--- config.mk ---
export PLATFORM = sky130hd
export DESIGN_NAME = red_pitaya_fads_mc_flat
export DESIGN_NICKNAME = d
export VERILOG_FILES = /design/src/rtl/fads_pkg.sv /design/src/rtl/red_pitaya_fads_mc_if.sv /design/src/rtl/fads_sync_fifo.sv /design/src/rtl/red_pitaya_fads_mc.sv /design/src/flat_wrapper.sv
export SDC_FILE = /design/constraint.sdc
export NUM_CORES = 2
export LEC_CHECK = 0
export BUFFER_PORTS_ARGS = -buffer_cell sky130_fd_sc_hd__buf_2
export CAP_MARGIN = 30
export CORE_ASPECT_RATIO = 1.75
export CORE_MARGIN = 3
export CORE_UTILIZATION = 63
export DETAILED_ROUTE_END_ITERATION = 7
export GPL_TIMING_DRIVEN = 1
export PLACE_DENSITY = 0.78
export SLEW_MARGIN = 25
export SYNTH_ARGS = -nofsm -noshare
export SYNTH_HDL_FRONTEND = slang
export SYNTH_HIERARCHICAL = 1
export SYNTH_SLANG_ARGS = --single-unit
--- constraint.sdc ---
create_clock -name adc_clk_i -period 25.4 [get_ports adc_clk_i]
set_input_delay 2.54 -clock adc_clk_i [delete_from_list [all_inputs] [get_ports adc_clk_i]]
set_output_delay 2.54 -clock adc_clk_i [all_outputs]
set_load 0.05 [all_outputs]
--- src/rtl/fads_pkg.sv ---
// Shared types and constants for the multi-channel droplet sorter:
// FSM states, register map offsets and log-entry layout.
package fads_pkg;

  typedef enum logic [1:0] {IDLE, ACQ, EVAL} fads_state_e;

  // Per-channel threshold offsets, added to 0x10*channel
  localparam logic [19:0] REG_CH_MIN   = 20'h000;
  localparam logic [19:0] REG_CH_LOW   = 20'h004;
  localparam logic [19:0] REG_CH_HIGH  = 20'h008;
  localparam logic [19:0] REG_W_MIN    = 20'h100;
  localparam logic [19:0] REG_W_LOW    = 20'h104;
  localparam logic [19:0] REG_W_HIGH   = 20'h108;
  localparam logic [19:0] REG_CTRL     = 20'h110;
  localparam logic [19:0] REG_SORT_DLY = 20'h114;
  localparam logic [19:0] REG_SORT_DUR = 20'h118;
  localparam logic [19:0] REG_DROP_ID  = 20'h200;
  localparam logic [19:0] REG_POS      = 20'h204;
  localparam logic [19:0] REG_NEG      = 20'h208;
  localparam logic [19:0] REG_DROPPED  = 20'h20C;
  localparam logic [19:0] REG_LOG_OVF  = 20'h210;
  localparam logic [19:0] REG_LOG_POP  = 20'h300;
  localparam logic [19:0] REG_LOG_LVL  = 20'h304;

  localparam int unsigned CTRL_CLEAR    = 0;
  localparam int unsigned CTRL_SORT_EN  = 1;
  localparam int unsigned CTRL_ACQ_EN   = 2;
  localparam int unsigned CTRL_MASK_LSB = 8;

  // Log entry = {class[7:0], width[23:0]}
  localparam int unsigned LOG_WIDTH_W   = 24;
  localparam int unsigned LOG_CLASS_LSB = 24;
  localparam int unsigned CLS_POS       = 7;
  localparam int unsigned CLS_WLOW      = 6;
  localparam int unsigned CLS_WHIGH     = 5;

endpackage

--- src/rtl/red_pitaya_fads_mc_if.sv ---
// System-bus slave port of the droplet sorter.
interface red_pitaya_fads_mc_if;
  logic [31:0] sys_addr;
  logic [31:0] sys_wdata;
  logic [3:0]  sys_sel;
  logic        sys_wen;
  logic        sys_ren;
  logic [31:0] sys_rdata;
  logic        sys_err;
  logic        sys_ack;

  modport master (output sys_addr, sys_wdata, sys_sel, sys_wen, sys_ren,
                  input  sys_rdata, sys_err, sys_ack);
  modport slave  (input  sys_addr, sys_wdata, sys_sel, sys_wen, sys_ren,
                  output sys_rdata, sys_err, sys_ack);
endinterface

--- src/rtl/fads_sync_fifo.sv ---
// Single-clock FIFO with a combinational head; on a full FIFO a same-cycle
// pop frees the slot that the push then takes.
module fads_sync_fifo #(
  parameter int unsigned W = 32,
  parameter int unsigned D = 16
) (
  input  logic                 clk,
  input  logic                 rst,
  input  logic                 clr,
  input  logic                 push,
  input  logic                 pop,
  input  logic [W-1:0]         wdata,
  output logic [W-1:0]         rdata,
  output logic                 full,
  output logic                 empty,
  output logic [$clog2(D):0]   level
);
  localparam int unsigned AW = $clog2(D);
  localparam logic [AW:0] PTR_ONE = (AW+1)'(1);

  logic [W-1:0] mem [D];
  logic [AW:0]  wr_ptr, rd_ptr;
  logic         do_push, do_pop;

  assign empty   = (wr_ptr == rd_ptr);
  assign full    = (wr_ptr[AW] != rd_ptr[AW]) && (wr_ptr[AW-1:0] == rd_ptr[AW-1:0]);
  assign level   = wr_ptr - rd_ptr;
  assign rdata   = mem[rd_ptr[AW-1:0]];
  assign do_pop  = pop && !empty && !clr;
  assign do_push = push && !clr && (!full || do_pop);

  always_ff @(posedge clk or posedge rst) begin
    if (rst) begin
      wr_ptr <= '0;
      rd_ptr <= '0;
    end else if (clr) begin
      wr_ptr <= '0;
      rd_ptr <= '0;
    end else begin
      if (do_push) wr_ptr <= wr_ptr + PTR_ONE;
      if (do_pop)  rd_ptr <= rd_ptr + PTR_ONE;
    end
  end

  always_ff @(posedge clk) begin
    if (do_push) mem[wr_ptr[AW-1:0]] <= wdata;
  end
endmodule

--- src/rtl/red_pitaya_fads_mc.sv ---
// Multi-channel droplet sorter: gates on channel 0, tracks per-channel peaks,
// classifies against windows, schedules delayed sort pulses and logs events.
module red_pitaya_fads_mc
  import fads_pkg::*;
#(
  parameter int unsigned NCH     = 2,
  parameter int unsigned DW      = 14,
  parameter int unsigned CW      = 32,
  parameter int unsigned QD      = 8,
  parameter int unsigned LOGD    = 16,
  parameter logic [31:0] TS_INIT = 32'd0
) (
  input  logic                adc_clk_i,
  input  logic                adc_rst_i,
  input  logic [NCH*DW-1:0]   adc_i,
  output logic                sort_trig_o,
  red_pitaya_fads_mc_if.slave sys
);
  localparam int unsigned QLW = $clog2(QD) + 1;
  localparam int unsigned LLW = $clog2(LOGD) + 1;

  logic signed [DW-1:0] smp [NCH];
  logic signed [DW-1:0] thr_min [NCH], thr_low [NCH], thr_high [NCH], peak [NCH];
  logic [CW-1:0] wmin, wlow, whigh, sort_delay, sort_dur;
  logic          sort_en, acq_en;
  logic [7:0]    ch_mask;
  fads_state_e   state, state_nxt;
  logic [CW-1:0] width, ts, remaining, rem_nxt;
  logic [CW-1:0] cnt_id, cnt_pos, cnt_neg, cnt_drop, cnt_ovf;
  logic [19:0]   addr;
  logic          wr, rd, clr, log_rd;
  logic [31:0]   rdata_nxt, rdata_q;
  logic          ack_q;
  logic [NCH-1:0] ch_in;
  logic [7:0]    cls;
  logic          w_lo, w_hi, valid, pos, evt, fire;
  logic          q_full, q_empty, q_push, q_drop, log_full, log_empty, log_ovf;
  logic [CW-1:0] q_head, head_diff;
  logic [31:0]   log_head, log_entry;
  logic [QLW-1:0] q_level;
  logic [LLW-1:0] log_level;
  logic          unused_ok;

  assign addr   = sys.sys_addr[19:0];
  assign wr     = sys.sys_wen;
  assign rd     = sys.sys_ren;
  assign clr    = wr && (addr == REG_CTRL) && sys.sys_wdata[CTRL_CLEAR];
  assign log_rd = rd && (addr == REG_LOG_POP);
  assign sys.sys_err   = 1'b0;
  assign sys.sys_ack   = ack_q;
  assign sys.sys_rdata = rdata_q;
  assign unused_ok = ^{sys.sys_sel, sys.sys_addr[31:20], ch_mask, q_level};

  always_comb begin
    for (int k = 0; k < int'(NCH); k++) smp[k] = adc_i[k*DW +: DW];
  end

  // Configuration registers: threshold and control writes
  always_ff @(posedge adc_clk_i or posedge adc_rst_i) begin
    if (adc_rst_i) begin
      for (int k = 0; k < int'(NCH); k++) begin
        thr_min[k]  <= DW'(15);
        thr_low[k]  <= DW'(16);
        thr_high[k] <= DW'(255);
      end
      wmin       <= CW'(1);
      wlow       <= ~CW'(1);
      whigh      <= '1;
      sort_delay <= CW'(31250);
      sort_dur   <= CW'(125000);
      sort_en    <= 1'b1;
      acq_en     <= 1'b1;
      ch_mask    <= '1;
    end else if (wr) begin
      for (int k = 0; k < int'(NCH); k++) begin
        if (addr == 20'(16*k) + REG_CH_MIN)  thr_min[k]  <= sys.sys_wdata[DW-1:0];
        if (addr == 20'(16*k) + REG_CH_LOW)  thr_low[k]  <= sys.sys_wdata[DW-1:0];
        if (addr == 20'(16*k) + REG_CH_HIGH) thr_high[k] <= sys.sys_wdata[DW-1:0];
      end
      case (addr)
        REG_W_MIN:    wmin       <= CW'(sys.sys_wdata);
        REG_W_LOW:    wlow       <= CW'(sys.sys_wdata);
        REG_W_HIGH:   whigh      <= CW'(sys.sys_wdata);
        REG_SORT_DLY: sort_delay <= CW'(sys.sys_wdata);
        REG_SORT_DUR: sort_dur   <= CW'(sys.sys_wdata);
        REG_CTRL: begin
          sort_en <= sys.sys_wdata[CTRL_SORT_EN];
          acq_en  <= sys.sys_wdata[CTRL_ACQ_EN];
          ch_mask <= sys.sys_wdata[CTRL_MASK_LSB +: 8];
        end
        default: ;
      endcase
    end
  end

  always_comb begin
    rdata_nxt = '0;
    for (int k = 0; k < int'(NCH); k++) begin
      if (addr == 20'(16*k) + REG_CH_MIN)  rdata_nxt = 32'(thr_min[k]);
      if (addr == 20'(16*k) + REG_CH_LOW)  rdata_nxt = 32'(thr_low[k]);
      if (addr == 20'(16*k) + REG_CH_HIGH) rdata_nxt = 32'(thr_high[k]);
    end
    case (addr)
      REG_W_MIN:    rdata_nxt = 32'(wmin);
      REG_W_LOW:    rdata_nxt = 32'(wlow);
      REG_W_HIGH:   rdata_nxt = 32'(whigh);
      REG_CTRL:     rdata_nxt = {16'd0, ch_mask, 5'd0, acq_en, sort_en, 1'b0};
      REG_SORT_DLY: rdata_nxt = 32'(sort_delay);
      REG_SORT_DUR: rdata_nxt = 32'(sort_dur);
      REG_DROP_ID:  rdata_nxt = 32'(cnt_id);
      REG_POS:      rdata_nxt = 32'(cnt_pos);
      REG_NEG:      rdata_nxt = 32'(cnt_neg);
      REG_DROPPED:  rdata_nxt = 32'(cnt_drop);
      REG_LOG_OVF:  rdata_nxt = 32'(cnt_ovf);
      REG_LOG_POP:  rdata_nxt = log_empty ? 32'd0 : log_head;
      REG_LOG_LVL:  rdata_nxt = 32'(log_level);
      default: ;
    endcase
  end

  always_ff @(posedge adc_clk_i or posedge adc_rst_i) begin
    if (adc_rst_i) begin
      ack_q   <= 1'b0;
      rdata_q <= '0;
    end else begin
      ack_q   <= wr | rd;
      rdata_q <= rd ? rdata_nxt : 32'd0;
    end
  end

  always_ff @(posedge adc_clk_i or posedge adc_rst_i) begin
    if (adc_rst_i) state <= IDLE;
    else           state <= state_nxt;
  end

  always_comb begin
    state_nxt = state;
    case (state)
      IDLE:    if (acq_en && (smp[0] >= thr_min[0])) state_nxt = ACQ;
      ACQ:     if (smp[0] < thr_min[0]) state_nxt = EVAL;
      EVAL:    state_nxt = IDLE;
      default: state_nxt = IDLE;
    endcase
    if (clr) state_nxt = IDLE;
  end

  // Width counter and per-channel running peaks
  always_ff @(posedge adc_clk_i or posedge adc_rst_i) begin
    if (adc_rst_i) begin
      width <= '0;
      for (int k = 0; k < int'(NCH); k++) peak[k] <= '0;
    end else if (state == IDLE && state_nxt == ACQ) begin
      width <= CW'(1);
      for (int k = 0; k < int'(NCH); k++) peak[k] <= smp[k];
    end else if (state == ACQ && state_nxt == ACQ) begin
      if (~&width) width <= width + CW'(1);
      for (int k = 0; k < int'(NCH); k++) if (smp[k] > peak[k]) peak[k] <= smp[k];
    end
  end

  always_comb begin
    for (int k = 0; k < int'(NCH); k++)
      ch_in[k] = (peak[k] >= thr_low[k]) && (peak[k] < thr_high[k]);
  end

  assign w_lo  = width < wlow;
  assign w_hi  = width >= whigh;
  assign valid = width >= wmin;
  assign pos   = !w_lo && !w_hi && (&(ch_in | ~ch_mask[NCH-1:0]));
  assign evt   = (state == EVAL) && valid && !clr;

  always_comb begin
    cls             = '0;
    cls[NCH-1:0]    = ch_in;
    cls[CLS_WHIGH]  = w_hi;
    cls[CLS_WLOW]   = w_lo;
    cls[CLS_POS]    = pos;
    log_entry[LOG_CLASS_LSB +: 8] = cls;
    log_entry[LOG_WIDTH_W-1:0]    = (width > CW'(24'hFF_FFFF)) ? 24'hFF_FFFF : width[LOG_WIDTH_W-1:0];
  end

  assign q_push    = evt && pos && sort_en && !q_full;
  assign q_drop    = evt && pos && sort_en && q_full;
  assign log_ovf   = evt && log_full && !log_rd;
  assign head_diff = ts - q_head;
  assign fire      = !q_empty && !head_diff[CW-1] && !clr;

  fads_sync_fifo #(.W(CW), .D(QD)) u_sort_q (
    .clk(adc_clk_i), .rst(adc_rst_i), .clr(clr), .push(q_push), .pop(fire),
    .wdata(ts + sort_delay), .rdata(q_head), .full(q_full), .empty(q_empty),
    .level(q_level));

  fads_sync_fifo #(.W(32), .D(LOGD)) u_log (
    .clk(adc_clk_i), .rst(adc_rst_i), .clr(clr), .push(evt), .pop(log_rd),
    .wdata(log_entry), .rdata(log_head), .full(log_full), .empty(log_empty),
    .level(log_level));

  // Pulse timer: a new fire reloads, which extends an active pulse
  always_comb begin
    rem_nxt = remaining;
    if (fire)                 rem_nxt = sort_dur;
    else if (remaining != '0) rem_nxt = remaining - CW'(1);
    if (clr)                  rem_nxt = '0;
  end

  always_ff @(posedge adc_clk_i or posedge adc_rst_i) begin
    if (adc_rst_i) begin
      ts          <= CW'(TS_INIT);
      remaining   <= '0;
      sort_trig_o <= 1'b0;
    end else begin
      ts          <= ts + CW'(1);
      remaining   <= rem_nxt;
      sort_trig_o <= (rem_nxt != '0);
    end
  end

  always_ff @(posedge adc_clk_i or posedge adc_rst_i) begin
    if (adc_rst_i) begin
      cnt_id <= '0; cnt_pos <= '0; cnt_neg <= '0; cnt_drop <= '0; cnt_ovf <= '0;
    end else if (clr) begin
      cnt_id <= '0; cnt_pos <= '0; cnt_neg <= '0; cnt_drop <= '0; cnt_ovf <= '0;
    end else begin
      if (evt) begin
        cnt_id <= cnt_id + CW'(1);
        if (pos) cnt_pos <= cnt_pos + CW'(1);
        else     cnt_neg <= cnt_neg + CW'(1);
      end
      if (q_drop)  cnt_drop <= cnt_drop + CW'(1);
      if (log_ovf) cnt_ovf  <= cnt_ovf + CW'(1);
    end
  end
endmodule
--- src/flat_wrapper.sv ---
// flat-port wrapper written by rule: the top's interface ports become plain ports
module red_pitaya_fads_mc_flat import fads_pkg::*;
#(
  parameter int unsigned NCH     = 2,
  parameter int unsigned DW      = 14,
  parameter int unsigned CW      = 32,
  parameter int unsigned QD      = 8,
  parameter int unsigned LOGD    = 16,
  parameter logic [31:0] TS_INIT = 32'd0
)
  (adc_clk_i, adc_rst_i, adc_i, sort_trig_o, sys_sys_addr, sys_sys_wdata, sys_sys_sel, sys_sys_wen, sys_sys_ren, sys_sys_rdata, sys_sys_err, sys_sys_ack);
  red_pitaya_fads_mc_if sys_i ();
  input  logic adc_clk_i;
  input  logic adc_rst_i;
  input  logic [NCH*DW-1:0] adc_i;
  output logic sort_trig_o;
  input wire logic [$bits(sys_i.sys_addr)-1:0] sys_sys_addr;
  input wire logic [$bits(sys_i.sys_wdata)-1:0] sys_sys_wdata;
  input wire logic [$bits(sys_i.sys_sel)-1:0] sys_sys_sel;
  input wire logic [$bits(sys_i.sys_wen)-1:0] sys_sys_wen;
  input wire logic [$bits(sys_i.sys_ren)-1:0] sys_sys_ren;
  output wire logic [$bits(sys_i.sys_rdata)-1:0] sys_sys_rdata;
  output wire logic [$bits(sys_i.sys_err)-1:0] sys_sys_err;
  output wire logic [$bits(sys_i.sys_ack)-1:0] sys_sys_ack;
  assign sys_i.sys_addr = sys_sys_addr;
  assign sys_i.sys_wdata = sys_sys_wdata;
  assign sys_i.sys_sel = sys_sys_sel;
  assign sys_i.sys_wen = sys_sys_wen;
  assign sys_i.sys_ren = sys_sys_ren;
  assign sys_sys_rdata = sys_i.sys_rdata;
  assign sys_sys_err = sys_i.sys_err;
  assign sys_sys_ack = sys_i.sys_ack;
  red_pitaya_fads_mc #(.NCH(NCH), .DW(DW), .CW(CW), .QD(QD), .LOGD(LOGD), .TS_INIT(TS_INIT)) u_core (.adc_clk_i(adc_clk_i), .adc_rst_i(adc_rst_i), .adc_i(adc_i), .sort_trig_o(sort_trig_o), .sys(sys_i));
endmodule
# Yosys cells after proc, flatten, opt, wreduce, memory -nomap -nowiden
# Memory sizes are Yosys's and may differ from the RTL's.
# Index checks and enable logic that the tools add are counted.
# word_totals
regBits	592
ram_bits	720
input_bits	100
wordCells	216
mem_count	2
# classes
add_sub_neg	15
order_cmp	12
eq_ne	29
mux	48
bitwise	3
reduce_logical	75
# mem_list
name	depth	word_bits	rd	rd_ports_with_merged_regs	wr	line	source
u_core.u_log.mem	16	29	1	0	1	fads_sync_fifo.sv:21	logic [W-1:0] mem [D];
u_core.u_sort_q.mem	8	32	1	0	1	fads_sync_fifo.sv:21	
# op_table
cell	n
2-to-1 mux 32 bit	26
case mux 32 bit (13 select lines)	1
adder 32 x 1 -> 32 bit (second input constant)	7
== test 20 x 10 -> 1 bit (second input constant)	7
== test 20 x 9 -> 1 bit (second input constant)	6
>= comparator 32 bit	2
nonzero test 32 bit	2
== test 20 x 5 -> 1 bit (second input constant)	3
2-to-1 mux 28 bit	2
>= comparator 14 bit	3
less-than comparator 14 bit	3
AND reduction 2 bit	18
adder 32 bit	1
> comparator 32 x 24 -> 1 bit (second input constant)	1
less-than comparator 32 bit	1
AND reduction 32 bit	1
subtractor 32 x 1 -> 32 bit (second input constant)	1
subtractor 32 bit	1
logical AND 1 bit	30
> comparator 14 bit	2
2-to-1 mux 14 bit	2
2-to-1 mux 24 bit	1
nonzero test 2 bit	11
== test 20 x 3 -> 1 bit (second input constant)	1
23 further kinds	49

# Depth between registers and ports, before layout
# logic_depth
word_depth	12
ltp_mapped	20

# Hierarchy
# The synthesis kept the hierarchy.
# modules_own_cells
mod	instances	cells_per_inst	area_each_um2	seq_area_each_um2
red_pitaya_fads_mc	1	3690	36025.8	14506.4
fads_sync_fifo (u_core.u_log)	1	884	19947.9	15625.0
fads_sync_fifo (u_core.u_sort_q)	1	511	10252.3	7887.6

# Least setup slack after synthesis
# No wires, ideal clock.
# synth_path
path_kind	input port to flip-flop
startpoint	input port sys_sys_addr[1]
endpoint	memory u_core.u_sort_q.mem[0][0] (enable)
setup_time_ns	0.461
arrival_time_ns	7.283
t_required_ns	24.939
setup_slack_ns	17.656
cell_stages	13
cell_sequence	nor4_1 -> and3_1 -> and3_1 -> clkbuf_1 -> or3_1 -> mux2i_1 -> clkbuf_1 -> buf_1 -> buf_1 -> inv_1 -> nand3_1 -> nand4_1 -> nor3_1
# synth_via
elab_cells_between_ends	16
# synth_rtl
item	line	source
start: declaration	flat_wrapper.sv:17	input wire logic [$bits(sys_i.sys_addr)-1:0] sys_sys_addr;
== test 20 x 9 -> 1 bit	red_pitaya_fads_mc.sv:47	assign clr = wr && (addr == REG_CTRL) && sys.sys_wdata[CTRL_CLEAR];
logical AND 1 bit (2 in a row)	red_pitaya_fads_mc.sv:47	
zero test 1 bit	red_pitaya_fads_mc.sv:186	assign fire = !q_empty && !head_diff[CW-1] && !clr;
logical AND 1 bit	red_pitaya_fads_mc.sv:186	
via u_core.fire	red_pitaya_fads_mc.sv:36	logic w_lo, w_hi, valid, pos, evt, fire;
logical AND 1 bit (2 in a row)	fads_sync_fifo.sv:29	assign do_pop = pop && !empty && !clr;
logical OR 1 bit	fads_sync_fifo.sv:30	assign do_push = push && !clr && (!full || do_pop);
logical AND 1 bit	fads_sync_fifo.sv:30	
2-to-1 mux 1 bit	fads_sync_fifo.sv:46	if (do_push) mem[wr_ptr[AW-1:0]] <= wdata;
2-to-1 mux 1 bit (implied by the code)	fads_sync_fifo.sv:46	
end: declaration	fads_sync_fifo.sv:21	
# The timed path passes the listed nets, and every way through them passes these cells.

# Worst setup path in the final report
# layout_path
startpoint	input port sys_sys_addr[13]
endpoint	memory u_core/u_log/mem[10][21] in the netlist's numbering (enable)
# layout_via
elab_chain_len	9
elab_cells_between_ends	14
# layout_lines
item	line
== test 20 x 9 -> 1 bit	red_pitaya_fads_mc.sv:47
logical AND 1 bit (2 in a row)	red_pitaya_fads_mc.sv:47
zero test 1 bit	fads_sync_fifo.sv:29, fads_sync_fifo.sv:30, red_pitaya_fads_mc.sv:170
logical AND 1 bit (on tied branches)	red_pitaya_fads_mc.sv:170, fads_sync_fifo.sv:29
logical AND 1 bit or logical OR 1 bit (tied branches)	fads_sync_fifo.sv:30
logical AND 1 bit (*)	fads_sync_fifo.sv:30
2-to-1 mux 1 bit (*)	fads_sync_fifo.sv:46
2-to-1 mux 1 bit (implied by the code) (*)	fads_sync_fifo.sv:46
end: declaration	fads_sync_fifo.sv:21
# Mark *: on every way between the ends. The rest lies on a longest branch, timed or not.

==> results.sh <==
export IMPL_max_freq_ghz=0.126
export IMPL_hold_path_class="reg2reg"
export IMPL_status="completed"
export IMPL_finalCriticalPeriod_ns=7.92
export IMPL_vdd_drop_max_v=0.0000670
export IMPL_drt_iter0_markers=4742
export IMPL_vias=46100
export IMPL_layout_commonest_cell="edfxtp_1"
export IMPL_cts_setup_buffers=0
export IMPL_finalClockSkew_ns=0.0334
export IMPL_cellPowerDensity_nw_per_um2=71.9
export IMPL_antenna_left=0
export IMPL_clk_pin_slew_ns=0.07
export IMPL_clkLatencyLatePin_ns=0.76
export IMPL_fin_area_um2=72600
export IMPL_place_inst=6422
export IMPL_dp_hpwl_mm=135
export IMPL_grt_max_degree=172
export IMPL_fin_ws_ns=17.48
export IMPL_clock_path_buffers=3
export IMPL_crit_required_ns=25.85
export IMPL_drc=0
export IMPL_start_util_pct=63.7
export IMPL_grt_pass1_wl_mm=290
export IMPL_gp_congestion=0.987
export IMPL_leakagePower_uw=0.0280
export IMPL_rsz0062_at_grt="no"
export IMPL_numCtsBuffers=117
export IMPL_arrival_ns=8.37
export IMPL_multiInputGateArea_um2=26300
export IMPL_portBuffers=117
export IMPL_core_area_um2=104000
export IMPL_timing_final_crit_share_pct=31.2
export IMPL_final_cell_count_no_fill=6664
export IMPL_slew_violations=0
export IMPL_die_x_um=251
export IMPL_maxCapViolations=0
export IMPL_wirelength_mm=195
export IMPL_crit_type="in2reg"
export IMPL_synthCells=5077
export IMPL_slew_headroom_pct=29.2
export IMPL_ys_warnings_count=6
export IMPL_globalRouteOverflowTotal=0
export IMPL_cts_root_buf="clkbuf_16"
export IMPL_die_area_um2=109000
export IMPL_hold_viol=0
export IMPL_cts_repair_resized=0
export IMPL_pre_cts_slack_ns=16.98
export IMPL_p_total_uw=5220
export IMPL_crit_path_end_kind="flip-flop"
export IMPL_fill_cells=7154
export IMPL_syn_avg_cell_area_um2=13.0
export IMPL_core_rowCount=156
export IMPL_track_usage_pct=35.7
export IMPL_tns_ns=0
export IMPL_cts_tree="yes"
export IMPL_ctsHoldBuffers=0
export IMPL_cp_max_fo=62
export IMPL_ios=135
export IMPL_worst_pin_slew_ns=1.06
export IMPL_fp_dieH_um=435
export IMPL_final_nets=5582
export IMPL_syn_to_final_growth_pct=9.67
export IMPL_htreeDepth=3
export IMPL_grt_pass1_vias=46700
export IMPL_vias_per_cell=6.92
export IMPL_finalSetupViolCount=0
export IMPL_synth_cell_area_um2=66200
export IMPL_clock_sinks=1360
export IMPL_final_cell_mix="edfxtp_1, dfrtp_1, nand2_1"
export IMPL_antenna_found_initial=12
export IMPL_drive_gt1_share_pct=21.1
export IMPL_placed_area_um2=68500
export IMPL_ff_latch_area_um2=38000
export IMPL_drt_first_pass_iters=7
export IMPL_wl_per_cell_um=29.2
export IMPL_start_kind="input pin"
report_power, final:
part / internal [uW] / switching [uW]
Clock: 1010 / 833
Combinational: 308 / 567
Sequential: 2420 / 77.1
critical path, cell delays in order:
cell      delay [ns]
buf_2           0.10
nor4_1          0.69
nand2_1         0.29
or3_1           0.53
nor2_1          0.15
buf_4           0.25
and2_1          0.65
nand2_1         0.18
buf_4           0.28
inv_4           0.25
buf_4           0.69
buf_4           0.67
nand2b_1        0.47
nor2_4          0.19
buf_4           0.32
routing by layer:
metal | global-route usage (%) | wire (um) | part of all wire, % | vias to the layer above
met2 | 60.4 | 96700 | 50 | 2541
met3 | 7.62 | 16800 | 8.6 | 798
met4 | 24.4 | 16000 | 8.2 | 8
met1 | 40.6 | 65100 | 33 | 23100
met5 | 0 | 56 | 0.029 | -
li1 | - | - | - | 19700
registers in the layout (all words and copies together) (netlist names), 5 cells and up:
register and cells:
u_core/peak 28, u_core/thr_low 28, u_core/wlow 32, u_core/cnt_neg 32
u_core/sort_delay 32, u_core/wmin 32, u_core/width 32, u_core/remaining 32
u_core/cnt_id 32, u_core/u_log/rd_ptr 5, u_core/cnt_pos 32, u_core/cnt_drop 32
u_core/thr_high 28, u_core/whigh 32, u_core/u_log/wr_ptr 5, u_core/ch_mask 8
u_core/sort_dur 32, u_core/u_log/mem 512, u_core/ts 32, u_core/u_sort_q/mem 256
u_core/sys.sys_rdata 32, u_core/cnt_ovf 32, u_core/thr_min 28
stage by stage:
step                utilization [%]  hold WS (ns)
floorplan                         -         0.460
global placement               65.9         0.481
detailed placement             66.0         0.489
CTS                            69.8         0.504
global route                   69.8         0.511
finish                         69.9         0.502
layout make-up:
class | instances | share of cell area, %
Antenna cell | 13 | 0.0448
Clock buffer | 143 | 4.36
Clock inverter | 79 | 1.08
Inverter | 292 | 1.52
Multi-Input combinational cell | 3206 | 36.2
Sequential cell | 1360 | 52.4
Tap cell | 1343 | 2.32
Timing Repair Buffer | 228 | 2.06
path summary, 6_finish.rpt:
kind                       cells past startpoint                 startpoint                         end  slack (ns)
min reg2reg                                    1          u_core/thr_min[6]           u_core/thr_min[6]        0.50
max in group asynchronous                      5                  adc_rst_i             u_core/wlow[24]       21.01
max reg2reg                                   17  u_core/u_sort_q/rd_ptr[0]  u_core/u_sort_q/mem[7][29]       19.07
min                                            1          u_core/thr_min[6]           u_core/thr_min[6]        0.50
min in group asynchronous                      2                  adc_rst_i   u_core/u_sort_q/wr_ptr[2]        1.93
max                                           15           sys_sys_addr[13]    u_core/u_log/mem[10][21]       17.48
No activity file was read; power rests on OpenSTA's default activity.
